[src/rtl/led_pkg.sv]
// Shared definitions for the LED blink-code transmitter: state encoding,
// the default code width and a compile-time helper for sizing the tick counter.
package led_pkg;

   localparam int CODE_W_DEF = 4;

   typedef enum logic [1:0] {
      IDLE = 2'd0,
      ON   = 2'd1,
      OFF  = 2'd2,
      GAP  = 2'd3
   } state_e;

   function automatic int max3(input int a, input int b, input int c);
      int m;
      m = (a > b) ? a : b;
      return (m > c) ? m : c;
   endfunction

endpackage

[src/rtl/tick_timer.sv]
// Loadable down-counter: load_val is taken on a load cycle, then the count
// decrements to zero and holds there; done is high while the count is zero.
module tick_timer #(
   parameter int W = 1
) (
   input  logic         clk,
   input  logic         rst_n,
   input  logic         load,
   input  logic [W-1:0] load_val,
   output logic         done
);

   logic [W-1:0] count_q;

   // NOTE: state registers use non-blocking assignments so every flop samples
   // pre-edge values regardless of the order the processes are evaluated in.
   always_ff @(posedge clk or negedge rst_n) begin
      if (!rst_n) begin
         count_q <= '0;
      end else if (load) begin
         count_q <= load_val;
      end else if (count_q != '0) begin
         count_q <= count_q - 1'b1;
      end
   end

   assign done = (count_q == '0);

endmodule

[src/rtl/led_blink_tx.sv]
// Blinks an active-low LED N times for an accepted code N, followed by a long
// dark gap. Define LED_BLINK_REPEAT_EN to replay the stored code endlessly.
module led_blink_tx
   import led_pkg::*;
#(
   parameter int ON_TICKS  = 25_000_000,
   parameter int OFF_TICKS = 25_000_000,
   parameter int GAP_TICKS = 100_000_000,
   parameter int CODE_W    = CODE_W_DEF
) (
   input  logic              FPGA_CLK,
   input  logic              RST_N,
   input  logic [CODE_W-1:0] code,
   input  logic              code_valid,
   output logic              code_ready,
   output logic              busy,
   output logic              LED1
);

   localparam int MAX_T = max3(ON_TICKS, OFF_TICKS, GAP_TICKS);
   localparam int TW    = (MAX_T > 1) ? $clog2(MAX_T) : 1;

   // The timer is loaded with ticks-1 so that the zero count is the last cycle.
   localparam logic [TW-1:0] ON_LD  = TW'(ON_TICKS - 1);
   localparam logic [TW-1:0] OFF_LD = TW'(OFF_TICKS - 1);
   localparam logic [TW-1:0] GAP_LD = TW'(GAP_TICKS - 1);

   state_e            state_q, state_d;
   logic [CODE_W-1:0] blink_q, blink_d;
   logic              led_q, busy_q, ready_q;
   logic              hs, start, timer_load, timer_done;
   logic [CODE_W-1:0] start_code;
   logic [TW-1:0]     timer_val;

`ifdef LED_BLINK_REPEAT_EN
   logic [CODE_W-1:0] code_q, code_d;
`endif

   assign hs = code_valid & ready_q;

   tick_timer #(.W(TW)) u_timer (
      .clk      (FPGA_CLK),
      .rst_n    (RST_N),
      .load     (timer_load),
      .load_val (timer_val),
      .done     (timer_done)
   );

   // NOTE: every signal written below gets a default first, so no path through
   // the case statement can leave one unassigned and infer a latch.
   always_comb begin
      state_d    = state_q;
      blink_d    = blink_q;
      timer_load = 1'b0;
      timer_val  = ON_LD;
      start      = 1'b0;
      start_code = code;
`ifdef LED_BLINK_REPEAT_EN
      code_d     = hs ? code : code_q;
`endif
      case (state_q)
         IDLE: start = hs;
         ON: if (timer_done) begin
            blink_d    = blink_q - 1'b1;
            timer_load = 1'b1;
            if (blink_q != CODE_W'(1)) begin
               state_d   = OFF;
               timer_val = OFF_LD;
            end else begin
               state_d   = GAP;
               timer_val = GAP_LD;
            end
         end
         OFF: if (timer_done) begin
            state_d    = ON;
            timer_load = 1'b1;
            timer_val  = ON_LD;
         end
         GAP: if (timer_done) begin
`ifdef LED_BLINK_REPEAT_EN
            // A code accepted on the final gap cycle takes effect immediately.
            start      = 1'b1;
            start_code = hs ? code : code_q;
`else
            state_d    = IDLE;
`endif
         end
         default: state_d = IDLE;
      endcase

      if (start) begin
         blink_d    = start_code;
         timer_load = 1'b1;
         if (start_code != '0) begin
            state_d   = ON;
            timer_val = ON_LD;
         end else begin
            state_d   = GAP;
            timer_val = GAP_LD;
         end
      end
   end

   always_ff @(posedge FPGA_CLK or negedge RST_N) begin
      if (!RST_N) begin
         state_q <= IDLE;
         blink_q <= '0;
         led_q   <= 1'b1;
         busy_q  <= 1'b0;
         ready_q <= 1'b0;
      end else begin
         state_q <= state_d;
         blink_q <= blink_d;
         led_q   <= (state_d != ON);
         busy_q  <= (state_d != IDLE);
`ifdef LED_BLINK_REPEAT_EN
         ready_q <= (state_d == IDLE) || (state_d == GAP);
`else
         ready_q <= (state_d == IDLE);
`endif
      end
   end

`ifdef LED_BLINK_REPEAT_EN
   always_ff @(posedge FPGA_CLK or negedge RST_N) begin
      if (!RST_N) code_q <= '0;
      else        code_q <= code_d;
   end
`endif

   assign LED1       = led_q;
   assign busy       = busy_q;
   assign code_ready = ready_q;

endmodule

[config.mk]
export PLATFORM = sky130hd
export DESIGN_NAME = led_blink_tx
export DESIGN_NICKNAME = d
export VERILOG_FILES = /design/src/rtl/led_pkg.sv /design/src/rtl/tick_timer.sv /design/src/rtl/led_blink_tx.sv
export SDC_FILE = /design/constraint.sdc
export NUM_CORES = 1
export LEC_CHECK = 0
export ABC_AREA = 0
export CAP_MARGIN = 5
export CORE_MARGIN = 1
export CORE_UTILIZATION = 29
export DETAILED_ROUTE_END_ITERATION = 8
export GPL_TIMING_DRIVEN = 0
export PLACE_DENSITY = 0.45
export SYNTH_ARGS = -nofsm -noshare
export SYNTH_HDL_FRONTEND = slang
export SYNTH_SLANG_ARGS = --single-unit
[constraint.sdc]
create_clock -name FPGA_CLK -period 6.75 [get_ports FPGA_CLK]
set_input_delay 1.35 -clock FPGA_CLK [delete_from_list [all_inputs] [get_ports FPGA_CLK]]
set_output_delay 1.35 -clock FPGA_CLK [all_outputs]
set_load 0.05 [all_outputs]
Yosys cells after proc, flatten, opt, wreduce, memory -nomap -nowiden. Cells that the tools add are included.

Bits in registers: 36. Input port bits: 7. Output and inout port bits: 3. Word-level logic and storage cells: 46.

Add/sub/neg operators: 2. Equality and inequality tests: 5. Mux-type cells: 21. Bitwise operators: 1. Reductions and logical operators: 11.

Operators by type and width (number): $mux 27 (7); $logic_not 27->1 (1); $reduce_bool 27->1 (1); $sub 27x1->27 const B (1); $mux 4 (3); $mux 2 (5); $reduce_bool 2->1 (4); $pmux 2 s3 (1); $mux 1 (5); $eq 2x2->1 const B (2); $logic_not 2->1 (2); $ne 4x1->1 const B (1); $reduce_bool 4->1 (1); $sub 4x1->4 const B (1); $eq 2x1->1 const B (1); $ne 2x1->1 const B (1); $reduce_and 2->1 (1); $reduce_or 2->1 (1); $and 1x1->1 (1).

Logic depth before layout (Yosys ltp).
Word-level depth: 6. Gate-level depth with buffers: 10. Gate-level depth less buffers: 7.

By module. From an unflattened synthesis, not the netlist that was laid out.

Cell total of the unflattened synthesis: 236. Area, all modules: 2190.9 µm².

Modules (own cells, without submodules): tick_timer (instances 1, cells each 178, area each 1627.8 µm², seq. area each 675.6 µm²); led_blink_tx (instances 1, cells each 58, area each 563.0 µm², seq. area each 226.5 µm²).

Least setup slack after synthesis. Ideal clock, no wire load.

Kind: reg-to-reg. Start: register u_timer.count_q[0]. End: register busy_q, in the netlist busy. Setup time: 0.124 ns. Arrival: 2.672 ns. Data required time: 6.626 ns. Setup slack: 3.953 ns. Cell stages (with the launch flop): 11. Path buffers: 3. Clock period less this slack: 2.797 ns. Cell sequence: dfrtp_1 inv_1 ha_1 or4b_1 clkbuf_2 or4_1 buf_2 or2_0 buf_6 a221o_1 or2_1.

Longest elaborated chain between the ends: 5. Elaborated cells between the ends (all ways): 7. Those cells by class: 5 x mux; 2 x reduce/logical.

Ends and longest elaborated chain: from (decl) (RTL line tick_timer.sv:13) `logic [W-1:0] count_q;`; from (signal assigned) (RTL line tick_timer.sv:21) `count_q <= load_val;`; from (signal assigned) (RTL line tick_timer.sv:23) `count_q <= count_q - 1'b1;`; $logic_not 27->1 * (RTL line tick_timer.sv:27) `assign done = (count_q == '0);`; $mux 2, on equally long branches (RTL line led_blink_tx.sv:79, led_blink_tx.sv:63, led_blink_tx.sv:74); $pmux 2 s3 * (RTL line led_blink_tx.sv:61) `case (state_q)`; $mux 2 * (RTL line led_blink_tx.sv:91) `if (start) begin`; named net state_d[1] (RTL line led_blink_tx.sv:28) `state_e state_q, state_d;`; $reduce_bool 2->1 * (RTL line led_blink_tx.sv:115) `busy_q <= (state_d != IDLE);`; to (signal assigned) (RTL line led_blink_tx.sv:115); to (decl) (RTL line led_blink_tx.sv:30) `logic led_q, busy_q, ready_q;`.

The timed path passes the listed nets; every way through them passes the cells marked *. A chain may end at the register's enable or synchronous reset.

Worst setup path in the final report.
Start: register u_timer.count_q[0]. End: register u_timer.count_q[16].

Longest elaborated chain between the ends: 5. Elaborated cells between the ends (all ways): 12. Those cells by class: 1 x add/sub; 8 x mux; 3 x reduce/logical.

Ends and longest elaborated chain: branches (longest 5 deep; another with $sub 27x1->27).

Several ways; the timed one is not identified. The select of a mux whose other input is x is not followed.

==> tab_implementation.tex <==
\begin{tabular}{lr}
\hline
Metric & Value \\
\hline
\multicolumn{2}{l}{\textbf{Power}} \\
\quad Clock power share & 43.7\% \\
\quad Leakage component of the power & 0.8384 nW \\
\quad Proportion of power drawn by flip-flops and latches & 54.3\% \\
\quad Switch share & 21.53\% \\
\quad Switching Power & 0.00008554 W \\
\quad Combinational power share & 2.0\% \\
\quad Cell-internal power & 0.0003117 W \\
\quad Pwr per Cell Area & 168.4 nW/um\^{}2 \\
\quad Overall power of the completed layout & 0.0003973 W \\
\quad Worst IR Drop VDD & 0.07663 mV \\
\multicolumn{2}{l}{\textbf{Critical path}} \\
\quad Setup CP Type & flop to flop \\
\quad Dominant cell type by count on the critical path & clkbuf\_1 \\
\quad Critical path capture point type & flop \\
\quad Kind of start point of the critical path & flop \\
\quad Register-to-register setup slack & 3.50 ns \\
\quad Cell Chain, Critical Path & inv\_1 > ha\_1 > or4b\_1 > clkbuf\_2 > or4\_2 > clkbuf\_1 > nor3\_1 > nor2\_1 > clkbuf\_1 > o21ai\_0 \\
\quad Critical R2R Capture & u\_timer.count\_q[16] \\
\quad R2R Path Start & u\_timer.count\_q[0] \\
\quad Worst path required time & 6.95 ns \\
\quad Data arrival time of the worst path & 3.45 ns \\
\quad Crit path max fanout & 10 \\
\quad Depth of the most critical reg-to-reg path & 10 \\
\quad Count of buffer and inverter cells on the critical path & 4 \\
\quad Family of cells with the greatest summed delay on the critical path & simple AND/OR/NAND/NOR gates \\
\quad Maximum single-stage delay on the critical path & 0.68 ns \\
\quad Slowest cell on crit path & or4\_2 \\
\multicolumn{2}{l}{\textbf{Placed design}} \\
\quad Post-DP HPWL & 3816 microns \\
\quad Routability Congestion & 0.7752 \\
\quad Number of buffers inserted by port buffering & 9 \\
\quad Minimum setup slack after placement & 3.467 ns \\
\multicolumn{2}{l}{\textbf{Finish}} \\
\quad Diodes inserted & 0 \\
\quad Growth of design area from synthesis to finish & 14.87\% \\
\quad Net count, final & 254 \\
\quad Share of cells above drive strength 1 & 7.469\% \\
\quad Total of fill cells in the finished design & 740 \\
\multicolumn{2}{l}{\textbf{Clock network}} \\
\quad Clock sink count & 36 \\
\quad Maximum buffer depth of the clock tree & 2 \\
\quad Clk pin slew, worst setup/hold paths & 0.07 ns \\
\quad \# hold bufs at CTS & 0 \\
\quad Post-CTS setup buffers & 0 \\
\quad TritonCTS clock tree & done \\
\quad \# resized after CTS & 0 \\
\quad Skew-Pair Late Insertion Delay & 0.29 ns \\
\quad Root buffer cell & clkbuf\_8 \\
\quad Inserted Clock Buffers & 5 \\
\quad H-Tree Depth & 2 \\
\multicolumn{2}{l}{\textbf{Synthesis}} \\
\quad Multiplexer area fraction after synthesis & 0\% \\
\quad Syn\_nets & 238 \\
\quad Main combinational cell family by area after synthesis & simple AND/OR/NAND/NOR gates \\
\quad Number of enable flip-flop cells after synthesis & 0 \\
\quad Cell type contributing the most total cell area after synthesis & dfrtp\_1 \\
\quad Share of synthesized cell area in full adder, half adder and majority cells & 4.266\% \\
\quad Number of distinct library cells after synthesis & 43 \\
\quad Simple-gate share of the synthesized area & 25.41\% \\
\quad Mapped Avg Cell Area & 9.166 sq um \\
\quad Xor/xnor cell area share of the yosys netlist & 6.825\% \\
\quad Asr flop ratio synth & 100.0\% \\
\quad Share of the yosys chip area belonging to registers & 43.94\% \\
\quad Fraction of synthesized cell area taken by the top area cell type & 42.66\% \\
\quad Number of instances in the synthesized netlist & 224 \\
\quad Synthesis warning total & 0 \\
\quad Post-synthesis cell area & 2053 sq um \\
\quad Compound-gate portion of the synthesized area & 16.15\% \\
\quad Dominant cell by count in the synthesized netlist & dfrtp\_1 \\
\quad Top cell types by occurrence after synthesis & 35 x dfrtp\_1, 19 x nand2\_1, 19 x nor2\_1, 19 x o21ai\_0 \\
\quad Main area contributors after synthesis & dfrtp\_1 43\%, o21ai\_0 4.6\%, ha\_1 4.3\% \\
\quad Most used DFF post-synth & dfrtp\_1 \\
\quad Flip-flop and latch count after synthesis & 36 \\
\multicolumn{2}{l}{\textbf{Timing}} \\
\quad Worst hold slack after final layout & 0.5506 ns \\
\quad Clock period minus final worst setup slack & 3.247 ns \\
\quad Maximum operating frequency & 308.0 MHz \\
\quad Relative slew margins & 26.49\% \\
\quad Final number of max-transition violations & 0 \\
\quad Setup tns final & 0 ns \\
\quad Count of final hold-check violations & 0 \\
\quad Final cycle utilization of the critical path & 48.10\% \\
\quad Final setup margin & 3.503 ns \\
\quad Actual transition at the worst max-transition pin & 1.093 ns \\
\quad Setup violation total in the final timing report & 0 \\
\quad Setup repair after global routing missed its margin & no \\
\quad Worst Clk Skew & 0.01313 ns \\
\multicolumn{2}{l}{\textbf{Global route}} \\
\quad Global route overflow & 0 \\
\quad Wire length of the first global-routing pass & 8921 microns \\
\quad All-layer global routing usage & 15.62\% \\
\quad Via count of the first global-routing pass & 1678 \\
\quad Pin count of the biggest net entering global routing & 37 \\
\quad Antenna violations before repair & 0 \\
\multicolumn{2}{l}{\textbf{Job}} \\
\quad Max Cap Violations & 0 \\
\multicolumn{2}{l}{\textbf{Floorplanning}} \\
\quad Number of primary I/O pins & 10 \\
\quad Starting density of the core & 30.05\% \\
\quad Core outline area & 6832 sq um \\
\quad Die Width & 86.15 microns \\
\quad Overall die area & 7421 sq um \\
\quad Placement row count & 30 \\
\quad Die Y-Extent & 86.15 microns \\
\multicolumn{2}{l}{\textbf{Route}} \\
\quad Via density per instance & 5.113 \\
\quad Number of nets with antenna violations after routing & 0 \\
\quad Number of iterations in the first detailed-routing pass & 4 \\
\quad Routed wire length & 5276 microns \\
\quad DRC Markers & 0 \\
\quad Routed via count & 1723 \\
\quad Violation count after the first detailed-routing iteration & 57 \\
\quad Routed wire length per instance & 15.66 microns \\
\multicolumn{2}{l}{\textbf{Worst hold path}} \\
\quad Class of the tightest hold or removal check & flop to flop \\
\quad Instance count along the most critical hold path & 2 \\
\quad End point of the worst hold path & u\_timer.count\_q[4] \\
\quad Hold path start & u\_timer.count\_q[4] \\
\multicolumn{2}{l}{\textbf{Outcome}} \\
\quad Run status & finished, final reports clean \\
\hline
\end{tabular}
## cell usage in the layout (no fill, tap or decap), types with 2 or more instances in the layout
master and instances:
nor2_1 19, nor3_1 10, o311ai_0 2, a22o_1 2
nand2b_1 2, buf_2 2, and3_1 4, clkbuf_8 7
or4_1 9, clkbuf_1 7, xnor2_1 9, o21bai_1 2
or2_2 3, ha_1 7, or3_1 6, inv_1 7
o21ai_0 19, nand4b_1 2, dfrtp_1 35, o31ai_1 3
nor4_1 8, o211ai_1 4, o41ai_1 5, a31oi_1 2
xor2_1 7, a21oi_1 10, nand2_1 19, nand3_1 5
clkdlybuf4s50_1 8
## cells by family (layout without fill, tap and decap cells)
family,after synthesis,in the layout
compound gates,52,52
xor+xnor,16,16
fa+ha+maj,7,7
buf+inv,16,33
flops,36,36
simple gates,97,97
## worst min-delay path, cell delays in order, from the launching register on
cell     delay (ns)
dfrtp_1        0.38
xor2_1         0.08
nand2_1        0.06
## worst max-delay path by stage
stage                                      to               start  cells after the start  slack (ns)
final                     u_timer.count_q[16]  u_timer.count_q[0]                     10        3.50
after floorplan                          busy  u_timer.count_q[0]                     10        3.95
after detailed placement  u_timer.count_q[14]  u_timer.count_q[0]                     10        3.47
after CTS                 u_timer.count_q[16]  u_timer.count_q[0]                     10        3.45
after global routing      u_timer.count_q[16]  u_timer.count_q[0]                     10        3.16
after global placement             blink_q[2]               RST_N                      1        3.36
## power by group through the flow
stage               clock [W]  combinational [W]  sequential (W)
floorplan                   0        0.000000210        0.000220
global placement            0         0.00000881        0.000220
detailed placement          0         0.00000848        0.000220
CTS                  0.000180         0.00000853        0.000215
global route         0.000186         0.00000913        0.000215
finish               0.000174         0.00000804        0.000216
## cell type report
type	instances	area, sq um	area share [%]
multi-input cells	172	1081	45.84
flip-flops and latches	36	902.1	38.25
well taps	96	120.1	5.093
clock buffers	8	100.1	4.244
repair buffers	9	85.08	3.607
plain buffers	9	43.79	1.857
inverters	7	26.28	1.114
## through the flow
step	cells	utilization, %	cell area (sq um)
final	337	34.52	2359
after global routing	337	34.52	2359
after CTS	337	34.52	2359
after detailed placement	329	33.06	2258
after global placement	329	33.13	2263
after floorplan	224	-	2053
## registers in the layout, summed over array words and instances (netlist names)
signal,cells
state_q,2
blink_q,4
code_ready,1
LED1,1
busy,1
u_timer.count_q,27
## layer usage
metal  GRT usage, %  wire, microns  vias up
li1               -              -      863
met1          22.77           2742      838
met2          24.03           2371       16
met3          2.887            109        6
met4          3.182             52        0
met5              0              0        -
Note: power is estimated with default switching activity, not from simulation.
